===== src/rtl/echo_capture_if.sv =====
// rtl/echo_capture_if.sv - arm/echo inputs and measurement result bundle for echo_capture
interface echo_capture_if;
    logic        start;
    logic        echo;
    logic [15:0] width_us;
    logic        valid;
    logic        timeout;
    logic        overrange;
    logic        busy;

    // Trigger side / sensor line driver and result consumer
    modport master (
        output start,
        output echo,
        input  width_us,
        input  valid,
        input  timeout,
        input  overrange,
        input  busy
    );

    // Capture block
    modport slave (
        input  start,
        input  echo,
        output width_us,
        output valid,
        output timeout,
        output overrange,
        output busy
    );
endinterface


===== src/rtl/echo_capture.sv =====
// rtl/echo_capture.sv - ultrasonic echo pulse width capture in whole microseconds
module echo_capture #(
    parameter int CLK_PER_US = 50,
    parameter int TIMEOUT_US = 30000,
    parameter int MAX_US     = 25000
) (
    input  logic      clk,
    input  logic      rst,
    echo_capture_if.slave bus
);

    localparam int PRE_W   = $clog2(CLK_PER_US);
    localparam int LIM     = (TIMEOUT_US > MAX_US) ? TIMEOUT_US : MAX_US;
    localparam int CNT_W   = ($clog2(LIM + 1) > 16) ? $clog2(LIM + 1) : 16;

    localparam logic [PRE_W-1:0] PRE_TOP = PRE_W'(CLK_PER_US - 1);
    localparam logic [CNT_W-1:0] TO_CNT  = CNT_W'(TIMEOUT_US);
    localparam logic [CNT_W-1:0] MAX_CNT = CNT_W'(MAX_US);
    localparam logic [15:0]      MAX_W   = 16'(MAX_US);

    typedef enum logic [1:0] {
        IDLE      = 2'd0,
        WAIT_RISE = 2'd1,
        MEASURE   = 2'd2,
        WAIT_LOW  = 2'd3
    } state_t;

    state_t           state;
    logic [PRE_W-1:0] pre;
    logic [CNT_W-1:0] cnt;

    logic             echo_m;
    logic             echo_s;
    logic             echo_prev;
    logic             rise;
    logic             fall;

    logic [15:0]      width_r;
    logic             valid_r;
    logic             timeout_r;
    logic             overrange_r;
    logic             busy_r;

    // Two-flop synchroniser for the raw echo line plus one delayed copy for edge detection
    always_ff @(posedge clk or negedge rst) begin
        if (!rst) begin
            echo_m    <= 1'b0;
            echo_s    <= 1'b0;
            echo_prev <= 1'b0;
        end else begin
            echo_m    <= bus.echo;
            echo_s    <= echo_m;
            echo_prev <= echo_s;
        end
    end

    assign rise = echo_s & ~echo_prev;
    assign fall = ~echo_s & echo_prev;

    // Measurement FSM: arm, wait for rising edge, time the high phase, report once
    always_ff @(posedge clk or negedge rst) begin
        if (!rst) begin
            state       <= IDLE;
            pre         <= '0;
            cnt         <= '0;
            width_r     <= '0;
            valid_r     <= 1'b0;
            timeout_r   <= 1'b0;
            overrange_r <= 1'b0;
            busy_r      <= 1'b0;
        end else begin
            valid_r <= 1'b0;
            case (state)
                IDLE: begin
                    if (bus.start) begin
                        state  <= WAIT_RISE;
                        busy_r <= 1'b1;
                        pre    <= '0;
                        cnt    <= '0;
                    end
                end
                WAIT_RISE: begin
                    if (rise) begin
                        // The detection cycle is already the first high cycle
                        state <= MEASURE;
                        pre   <= PRE_W'(1);
                        cnt   <= '0;
                    end else if (cnt == TO_CNT) begin
                        state       <= IDLE;
                        busy_r      <= 1'b0;
                        width_r     <= '0;
                        timeout_r   <= 1'b1;
                        overrange_r <= 1'b0;
                        valid_r     <= 1'b1;
                    end else if (pre == PRE_TOP) begin
                        pre <= '0;
                        cnt <= cnt + CNT_W'(1);
                    end else begin
                        pre <= pre + PRE_W'(1);
                    end
                end
                MEASURE: begin
                    // Overrange is tested first so it wins over a coincident fall
                    if (cnt == MAX_CNT) begin
                        state       <= WAIT_LOW;
                        width_r     <= MAX_W;
                        timeout_r   <= 1'b0;
                        overrange_r <= 1'b1;
                        valid_r     <= 1'b1;
                    end else if (fall) begin
                        state       <= IDLE;
                        busy_r      <= 1'b0;
                        width_r     <= cnt[15:0];
                        timeout_r   <= 1'b0;
                        overrange_r <= 1'b0;
                        valid_r     <= 1'b1;
                    end else if (pre == PRE_TOP) begin
                        pre <= '0;
                        cnt <= cnt + CNT_W'(1);
                    end else begin
                        pre <= pre + PRE_W'(1);
                    end
                end
                WAIT_LOW: begin
                    if (!echo_s) begin
                        state  <= IDLE;
                        busy_r <= 1'b0;
                    end
                end
                default: begin
                    state  <= IDLE;
                    busy_r <= 1'b0;
                end
            endcase
        end
    end

    assign bus.width_us  = width_r;
    assign bus.valid     = valid_r;
    assign bus.timeout   = timeout_r;
    assign bus.overrange = overrange_r;
    assign bus.busy      = busy_r;

endmodule


===== src/flat_wrapper.sv =====
// flat-port wrapper written by rule: the top's interface ports become plain ports
module echo_capture_flat 
#(
    parameter int CLK_PER_US = 50,
    parameter int TIMEOUT_US = 30000,
    parameter int MAX_US     = 25000
)
  (clk, rst, bus_start, bus_echo, bus_width_us, bus_valid, bus_timeout, bus_overrange, bus_busy);
  echo_capture_if bus_i ();
  input  logic clk;
  input  logic rst;
  input wire logic [$bits(bus_i.start)-1:0] bus_start;
  input wire logic [$bits(bus_i.echo)-1:0] bus_echo;
  output wire logic [$bits(bus_i.width_us)-1:0] bus_width_us;
  output wire logic [$bits(bus_i.valid)-1:0] bus_valid;
  output wire logic [$bits(bus_i.timeout)-1:0] bus_timeout;
  output wire logic [$bits(bus_i.overrange)-1:0] bus_overrange;
  output wire logic [$bits(bus_i.busy)-1:0] bus_busy;
  assign bus_i.start = bus_start;
  assign bus_i.echo = bus_echo;
  assign bus_width_us = bus_i.width_us;
  assign bus_valid = bus_i.valid;
  assign bus_timeout = bus_i.timeout;
  assign bus_overrange = bus_i.overrange;
  assign bus_busy = bus_i.busy;
  echo_capture #(.CLK_PER_US(CLK_PER_US), .TIMEOUT_US(TIMEOUT_US), .MAX_US(MAX_US)) u_core (.clk(clk), .rst(rst), .bus(bus_i));
endmodule

===== config.mk =====
export PLATFORM = sky130hd
export DESIGN_NAME = echo_capture_flat
export DESIGN_NICKNAME = d
export VERILOG_FILES = /design/src/rtl/echo_capture_if.sv /design/src/rtl/echo_capture.sv /design/src/flat_wrapper.sv
export SDC_FILE = /design/constraint.sdc
export NUM_CORES = 1
export LEC_CHECK = 0
export BUFFER_PORTS_ARGS = -buffer_cell sky130_fd_sc_hd__buf_2
export CAP_MARGIN = 20
export CELL_PAD_IN_SITES_DETAIL_PLACEMENT = 0
export CELL_PAD_IN_SITES_GLOBAL_PLACEMENT = 1
export CORE_UTILIZATION = 35
export DETAILED_ROUTE_END_ITERATION = 8
export PLACE_DENSITY = 0.73
export SKIP_CTS_REPAIR_TIMING = 1
export SYNTH_ARGS = -nofsm -noshare
export SYNTH_HDL_FRONTEND = slang
export SYNTH_SLANG_ARGS = --single-unit

===== constraint.sdc =====
create_clock -name clk -period 1.9 [get_ports clk]
set_input_delay 0.38 -clock clk [delete_from_list [all_inputs] [get_ports clk]]
set_output_delay 0.38 -clock clk [all_outputs]
set_load 0.005 [all_outputs]

After elaboration in Yosys (flattened, before gate mapping)
Cells that the tools add are included.
{"block": "word_totals", "output_inout_bits": 20, "in_bits": 4, "reg_bits": 47}
{"block": "op_classes", "eq_ne": 16, "add_sub_neg": 2, "muxes": 44, "n_bitwise": 4, "n_reduce_logical": 7}
{"operator": "16-bit two-way mux", "count": 10}
{"operator": "16-bit one-hot mux with 3 select lines", "count": 1}
{"operator": "6-bit two-way mux", "count": 6}
{"operator": "16-bit by 15-bit == test with 1-bit output, second input constant", "count": 2}
{"operator": "16-bit one-hot mux with 2 select lines", "count": 1}
{"operator": "6-bit one-hot mux with 3 select lines", "count": 1}
{"operator": "16-bit by 1-bit adder with 16-bit output, second input constant", "count": 1}
{"operator": "1-bit two-way mux", "count": 14}
{"operator": "2-bit two-way mux", "count": 6}
{"operator": "2-bit != test, second input constant", "count": 5}
{"operator": "2-bit one-hot mux with 4 select lines", "count": 1}
{"operator": "4-bit AND reduction", "count": 2}
{"operator": "6-bit by 1-bit adder with 6-bit output, second input constant", "count": 1}
{"operator": "6-bit == test, second input constant", "count": 1}
{"operator": "3-bit by 1-bit != test with 1-bit output, second input constant", "count": 2}
{"operator": "1-bit one-hot mux with 2 select lines", "count": 3}
{"operator": "6-bit AND reduction", "count": 1}
{"operator": "5-bit AND reduction", "count": 1}
{"operator": "2-bit == test, second input constant", "count": 2}
{"operator": "2-bit by 1-bit != test with 1-bit output, second input constant", "count": 2}
{"operator": "1-bit one-hot mux with 4 select lines", "count": 1}
{"operator": "3-bit by 2-bit != test with 1-bit output, second input constant", "count": 1}
{"operator": "3-bit nonzero test", "count": 1}
{"operator": "1-bit AND", "count": 2}
{"operator": "other kinds (4)", "count": 5}

Longest topological paths before layout
Gate-level depths: netlist of run 1.
{"block": "logic_depth", "depth_word": 5, "ltp_mapped": 10, "ltp_nobuf": 7}

Least setup slack after synthesis of run 1
OpenSTA, ideal clock, no wires.
{"block": "synth_timing", "path_type": "flip-flop to flip-flop", "start": "reg u_core.state[0]", "end": "reg u_core.cnt[2]", "stages_incl_launch_ff": 11, "setup_slack_ps": -131, "arrival_time_ps": 1920, "cell_sequence": "dfrtp_1 -> inv_1 -> ha_1 -> clkbuf_1 -> nor4bb_1 -> nand4_1 -> o211ai_4 -> buf_6 -> buf_2 -> o21ai_0 -> o41ai_1"}
{"block": "synth_between", "elab_chain_cells": 3, "word_cells_on_any_way": 10, "classes_between": "eq/ne (6); mux (1); reduce/logical (3)"}
{"element": "start: declaration", "line_no": "echo_capture.sv:28", "text": "state_t state;"}
{"element": "start signal: assignment", "line_no": "echo_capture.sv:63", "text": "state <= IDLE;"}
{"element": "start signal: assignment", "line_no": "echo_capture.sv:76", "text": "state <= WAIT_RISE;"}
{"element": "start signal: assignment", "line_no": "echo_capture.sv:85", "text": "state <= MEASURE;"}
{"element": "2-bit by 1-bit == test with 1-bit output (tied with other cells)", "line_no": "echo_capture.sv:73", "text": "case (state)"}
{"element": "3-bit by 2-bit != test with 1-bit output (no source line) (tied with other cells)"}
{"element": "5-bit AND reduction (no source line)"}
{"element": "end signal: assignment", "line_no": "echo_capture.sv:97", "text": "cnt <= cnt + CNT_W'(1);"}
{"element": "end signal: assignment", "line_no": "echo_capture.sv:119", "text": "cnt <= cnt + CNT_W'(1);"}
{"element": "end: declaration", "line_no": "echo_capture.sv:30", "text": "logic [CNT_W-1:0] cnt;"}
Parallel ways exist; a longest one is shown, timed or not.
A chain may end at the register's enable or synchronous reset.

Worst setup path after layout of run 1
{"block": "layout_timing", "start": "reg u_core.cnt[1]", "end": "reg u_core.cnt[9]"}
{"block": "layout_between", "elab_chain_cells": 5, "word_cells_on_any_way": 12, "classes_between": "add/sub (1); eq/ne (4); mux (6); reduce/logical (1)"}
{"element": "16-bit by 1-bit adder with 16-bit output", "line_no": "echo_capture.sv:97, echo_capture.sv:119"}
{"element": "16-bit two-way mux", "line_no": "echo_capture.sv:95, echo_capture.sv:117"}
{"element": "16-bit two-way mux, on equally long branches", "line_no": "echo_capture.sv:110, echo_capture.sv:88"}
{"element": "16-bit two-way mux, on equally long branches", "line_no": "echo_capture.sv:104, echo_capture.sv:83"}
{"element": "16-bit one-hot mux with 3 select lines", "line_no": "echo_capture.sv:73"}
Parallel ways exist; a longest one is shown, timed or not. The select of a mux whose other input is x is not followed.

==> impl_metrics.csv, run 1 <==
group,metric,value,unit
worst_setup_path,critPathArrivalTime,2.20,ns
floorplan,die_y,90.3,um
sta,skew,0.0116,ns
clock_network,h-tree-depth,2,
yosys,synth.cell_area,2730,sq um
min_path,hp-class,"input port to asynchronous set/reset pin",
yosys,synth.area.top_cells,"dfrtp_1 (43%), mux2i_1 (6.6%), inv_1 (4.5%), nand2_1 (3.7%), ha_1 (3.7%)",
floorplan,coreArea,7410,sq um
global_routing,overflow,0,
yosys,yosys_most_used_dff,"dfrtp_1",
sta,hold_slack,0.00138,ns
yosys,synth_most_common_cell,"dfrtp_1",
sta,fmax,0.497,GHz
yosys,synth_top_area_cell,"dfrtp_1",
power,power_density,1160,nW/um^2
sta,setup_viol,33,
sta,finalHoldViolations,0,
worst_setup_path,critical_path.max_stage_delay,0.39,ns
global_routing,grtUsageTotal,17.9,%
routing,finalWirelength,7.92,mm
clock_network,worstSkewPairLatency,0.30,ns
routing,drt-wirelength-per-cell,16.3,um
placement,gp_congestion,0.840,
floorplan,ios,24,
status,violations,"setup timing",
clock_network,cts_buffer_depth,2,
final_layout,nets,398,
yosys,netlist_instances,286,
floorplan,initial_core_util,36.9,%
placement,io_buffers,23,
final_layout,drive_above_1_share,44.0,%
final_layout,antenna_cells,0,
sta,relSlewSlack,71.5,%
clock_network,cts_tree,"built",
yosys,synth_seq_cells,47,
yosys,yosysWarningCount,0,
worst_setup_path,critPathMostFrequentCell,"buf_6",
placement,dp_cells,453,
placement,dp_hpwl,5.12,mm
clock_network,root_buffer,"clkbuf_8",
worst_setup_path,critical-path-top-delay-family,"buffers and inverters",
yosys,yosys.area.top_type_share,43.1,%
power,vdd_ir_drop_max,0.000422,V
floorplan,fp-row-count,31,
global_routing,grt_pass1_wl,11.7,mm
global_routing,grt_pass1_vias,2395,
sta,min_period_over_period,106,%
floorplan,fp.dieW,90.3,um
yosys,yosysSeqAreaShare,43.1,%
routing,antenna_left,0,
routing,firstDrtPassIters,4,
yosys,synth.distinct_cells,49,
yosys,synth_edf_count,0,
yosys,syn-num-nets,298,
sta,setup_slack,-0.110,ns
worst_setup_path,cp_data_required_time,2.09,ns
worst_setup_path,reg2reg_slack,-0.11,ns
worst_setup_path,critPathLaunchType,"flip-flop",
worst_setup_path,cp_num_buf_inv,4,
sta,fin_setup_tns,-2.73,ns
routing,drc_errors,0,
worst_setup_path,crit_chain,"inv_1 -> ha_2 -> and4bb_2 -> nand4_4 -> buf_6 -> o211ai_4 -> buf_6 -> buf_4 -> nor4_1 -> a21o_1",
worst_setup_path,end_kind,"flip-flop",
clock_network,path_clk_slew,0.09,ns
global_routing,grt_max_degree,33,
yosys,async_flop_share,100,%
sta,drv_slew,0,
sta,worst_pin_slew,0.428,ns
clock_network,cts_made_buffers,5,
final_layout,syn2layout_area_growth,46.7,%
power,leakagePower,1.87,nW
status,outcome,"finished, violations left",
global_routing,antenna_found_initial,0,
worst_setup_path,critPathKind,"flip-flop to flip-flop",
yosys,synth_commonest_cells,"dfrtp_1 (47), inv_1 (33), nand2_1 (27), mux2i_1 (18), o21ai_0 (18)",
yosys,syn_area_per_cell,9.55,sq um
routing,drt_iter0_markers,180,
sta,min_period,2.01,ns
sta,rsz0062_at_grt,"true",
clock_network,clock_sinks,47,
worst_setup_path,critPathMaxFanout,5,
final_layout,fin_cells,485,
routing,viasPerCell,5.32,
job,maxCapViolations,0,
routing,via_count,2582,
floorplan,die-area,8160,sq um
worst_setup_path,worst_path_max_delay_cell,"dfrtp_1",
==> logic make-up after synthesis <==
kind of cell,Yosys count,share of synthesized area [%]
adders and majority gates,8,3.66
AOI/OAI and AO/OA,55,13.7
DFF,47,43.1
and+or+nand+nor,108,23.9
muxes,20,7.42
buffers and inverters,48,8.34
==> metal layers <==
metal | routed length (um) | share of wire (%) | vias up | GRT usage, %
li1 | - | - | 1233 | -
met1 | 3510 | 44 | 1267 | 24.8
met2 | 3970 | 50 | 68 | 28.6
met3 | 301 | 3.8 | 14 | 2.53
met4 | 136 | 1.7 | 0 | 6.05
met5 | 0 | 0 | - | 0
==> placed cells by master (no fill, tap or decap), types with 5 or more instances in the layout <==
cell	synthesis	layout
nor4_1	6	6
nand2_1	27	24
o21ai_1	5	12
or4_1	8	5
clkbuf_8	0	5
nand4_1	10	10
nand3_1	13	10
dfrtp_1	47	46
o31ai_2	0	5
buf_2	4	23
buf_4	1	69
buf_6	3	11
a21oi_1	10	9
o21ai_0	18	8
inv_1	33	31
mux2i_1	18	17
nor3_1	7	7
==> report_power, final <==
part | internal [W] | switching, W
registers | 0.00106 | 0.0000504
clock network | 0.000386 | 0.000338
logic | 0.00145 | 0.00138
==> through the flow <==
stage | area [sq um] | setup WS, ns | util (%) | total power [W]
final | 4010 | -0.110 | 54.1 | 0.00466
after floorplan | 2740 | 0.00242 | - | 0.00235
after global routing | 4010 | -0.203 | 54.1 | 0.00489
after global placement | 3350 | -0.105 | 45.3 | 0.00292
after CTS | 3460 | -0.165 | 46.7 | 0.00368
after detailed placement | 3350 | -0.138 | 45.3 | 0.00295
==> area by class of cell <==
class / instances / area, sq um
Fill cell: 635 / 3400
Multi-Input combinational cell: 192 / 1630
Sequential cell: 47 / 1180
Timing Repair Buffer: 107 / 847
Inverter: 33 / 124
Tap cell: 99 / 124
Clock buffer: 6 / 72.6
Clock inverter: 1 / 30.0
==> worst register-to-register path, cell delays in order, from the launching register on <==
cell      delay [ns]
dfrtp_1         0.39
inv_1           0.06
ha_2            0.16
and4bb_2        0.29
nand4_4         0.14
buf_6           0.15
o211ai_4        0.27
buf_6           0.16
buf_4           0.11
nor4_1          0.04
a21o_1          0.15
==> registers in the layout (all words and copies together) (netlist names) <==
signal                count
u_core.bus.width_us      16
u_core.cnt               16
u_core.pre                6
u_core.state              2
u_core.bus.busy           1
u_core.bus.overrange      1
u_core.bus.timeout        1
u_core.bus.valid          1
u_core.echo_m             1
u_core.echo_prev          1
u_core.echo_s             1
==> final timing paths <==
kind	depth (start not counted)	endpoint	from
min	1	u_core.pre[3]	rst
min reg2reg	0	u_core.echo_s	u_core.echo_m
min in group clk	1	u_core.echo_m	bus_echo
max	10	u_core.cnt[9]	u_core.cnt[1]
max in group asynchronous	2	u_core.state[1]	rst
max reg2reg	10	u_core.cnt[9]	u_core.cnt[1]
Note: power is estimated with default switching activity, not from simulation.
==> run 2: changes to the inputs <==
- MAX_ROUTING_LAYER: not set -> met4
- SETUP_SLACK_MARGIN: not set -> 0.15
==> run 2 against run 1 <==
Against the previous run:
- the flow still finishes with violations (setup timing)
- sequential share of layout area rose by 1.8 points
- fmax fell by 1.2%
- sequential cell count did not move
- core utilization fell by 3.0 points
- critical path depth fell by 3
- largest cell class unchanged
- largest power group unchanged
==> impl_metrics.csv, run 2 (synthesis results as in run 1) <==
group,metric,value,unit
status,outcome,"finished, violations left",
status,violations,"setup timing",
sta,worst_pin_slew,0.594,ns
routing,finalWirelength,7.30,mm
placement,gp_congestion,0.862,
worst_setup_path,rr_worst_depth,7,
sta,setup_viol,38,
routing,via_count,2401,
final_layout,nets,382,
sta,fmax,0.491,GHz
worst_setup_path,end_kind,"flip-flop",
floorplan,fp.dieW,90.3,um
sta,drv_slew,0,
global_routing,antenna_found_initial,0,
global_routing,grtUsageTotal,17.6,%
clock_network,root_buffer,"clkbuf_8",
sta,setup_slack,-0.136,ns
min_path,hp-class,"input port to flip-flop",
worst_setup_path,crit_start,"u_core.cnt[0]",
worst_setup_path,critPathMaxFanout,4,
final_layout,syn2layout_area_growth,38.7,%
floorplan,die_y,90.3,um
floorplan,die-area,8160,sq um
worst_setup_path,cp_data_required_time,2.09,ns
floorplan,coreArea,7410,sq um
clock_network,clock_sinks,47,
worst_setup_path,worstReg2RegStart,"u_core.cnt[0]",
sta,skew,0.0105,ns
sta,finalHoldViolations,0,
worst_setup_path,critical_path.endpoint,"u_core.state[1]",
final_layout,regArea,1180,sq um
placement,place_ws,-0.0835,ns
clock_network,cts_tree,"built",
clock_network,cts_made_buffers,5,
routing,firstDrtPassIters,4,
worst_setup_path,critPathArrivalTime,2.23,ns
sta,hold_slack,0.175,ns
worst_setup_path,critPathLaunchType,"flip-flop",
final_layout,drive_above_1_share,38.3,%
final_layout,antenna_cells,0,
floorplan,ios,24,
power,total_power,0.00409,W
sta,rsz0062_at_grt,"true",
routing,drt_iter0_markers,138,
final_layout,utilization,51.1,%
global_routing,grt_pass1_wl,11.2,mm
global_routing,grt_pass1_vias,2320,
floorplan,fp-row-count,31,
routing,antenna_left,0,
final_layout,fillCellCount,681,
worst_setup_path,critPathKind,"flip-flop to flip-flop",
worst_setup_path,reg2reg_slack,-0.14,ns
floorplan,initial_core_util,36.9,%
sta,relSlewSlack,60.3,%
routing,viasPerCell,5.11,
min_path,hold_start,"bus_echo",
clock_network,cts_buffer_depth,2,
final_layout,final_cell_mix,"buf_4 (59), dfrtp_1 (44), inv_1 (32), nand2_1 (27), buf_2 (23)",
final_layout,final_common_cell,"buf_4",
sta,min_period,2.04,ns
placement,io_buffers,23,
global_routing,overflow,0,
final_layout,multiInputGateArea,1550,sq um
clock_network,h-tree-depth,2,
placement,dp_hpwl,5.10,mm
routing,drc_errors,0,
power,leakagePower,1.76,nW
routing,drt-wirelength-per-cell,15.5,um
job,maxCapViolations,0,
clock_network,worstSkewPairLatency,0.30,ns
global_routing,grt_max_degree,23,
clock_network,path_clk_slew,0.09,ns
worst_setup_path,rr_endpoint,"u_core.state[1]",
power,power_density,1080,nW/um^2
power,vdd_ir_drop_max,0.000578,V
sta,min_period_over_period,107,%
==> run 2: metrics by stage <==
step	instance area, sq um	setup TNS, ns	std cells
after CTS	3460	-1.08	457
after global placement	3370	-0.210	449
final	3790	-3.31	470
after detailed placement	3370	-0.426	449
after floorplan	2800	0	286
after global routing	3790	-8.45	470
==> run 2: area by class of cell <==
| type | instances | share of cell area [%] |
|---|---|---|
| inverters | 33 | 3.27 |
| repair buffers | 92 | 19.2 |
| multi-input cells | 191 | 41.0 |
| flip-flops and latches | 47 | 31.1 |
| clock inverters | 1 | 0.132 |
| clock buffers | 7 | 2.01 |
| well taps | 99 | 3.27 |
==> run 2: critical path, stage by stage, from the launching register on <==
cell and delay (ns):
dfrtp_1 0.40, inv_1 0.07, ha_2 0.15, and4bb_2 0.30, nand4_1 0.21, and2_4 0.22, a221oi_4 0.26, mux2_4 0.32
==> run 2: worst min path at each step <==
stage          cells after the start               to  slack [ns]
2_1_floorplan                      0  u_core.bus.busy        0.08
3_3_place_gp                       1    u_core.cnt[7]        0.31
3_5_place_dp                       1    u_core.cnt[8]        0.31
4_1_cts                            1    u_core.cnt[1]       -0.02
5_1_grt                            1    u_core.echo_m        0.16
6_report                           1    u_core.echo_m        0.17
==> run 2: metal layers <==
| layer | track usage, % | routed length (um) |
|---|---|---|
| met3 | 2.86 | 323 |
| met1 | 23.5 | 3320 |
| met5 | - | 0 |
| met2 | 27.4 | 3530 |
| met4 | 5.38 | 125 |
==> run 2: report_power, final <==
part / internal, W / switching [W]
Clock: 0.000259 / 0.000346
Sequential: 0.00106 / 0.0000428
Combinational: 0.00114 / 0.00124
Total: 0.00246 / 0.00163
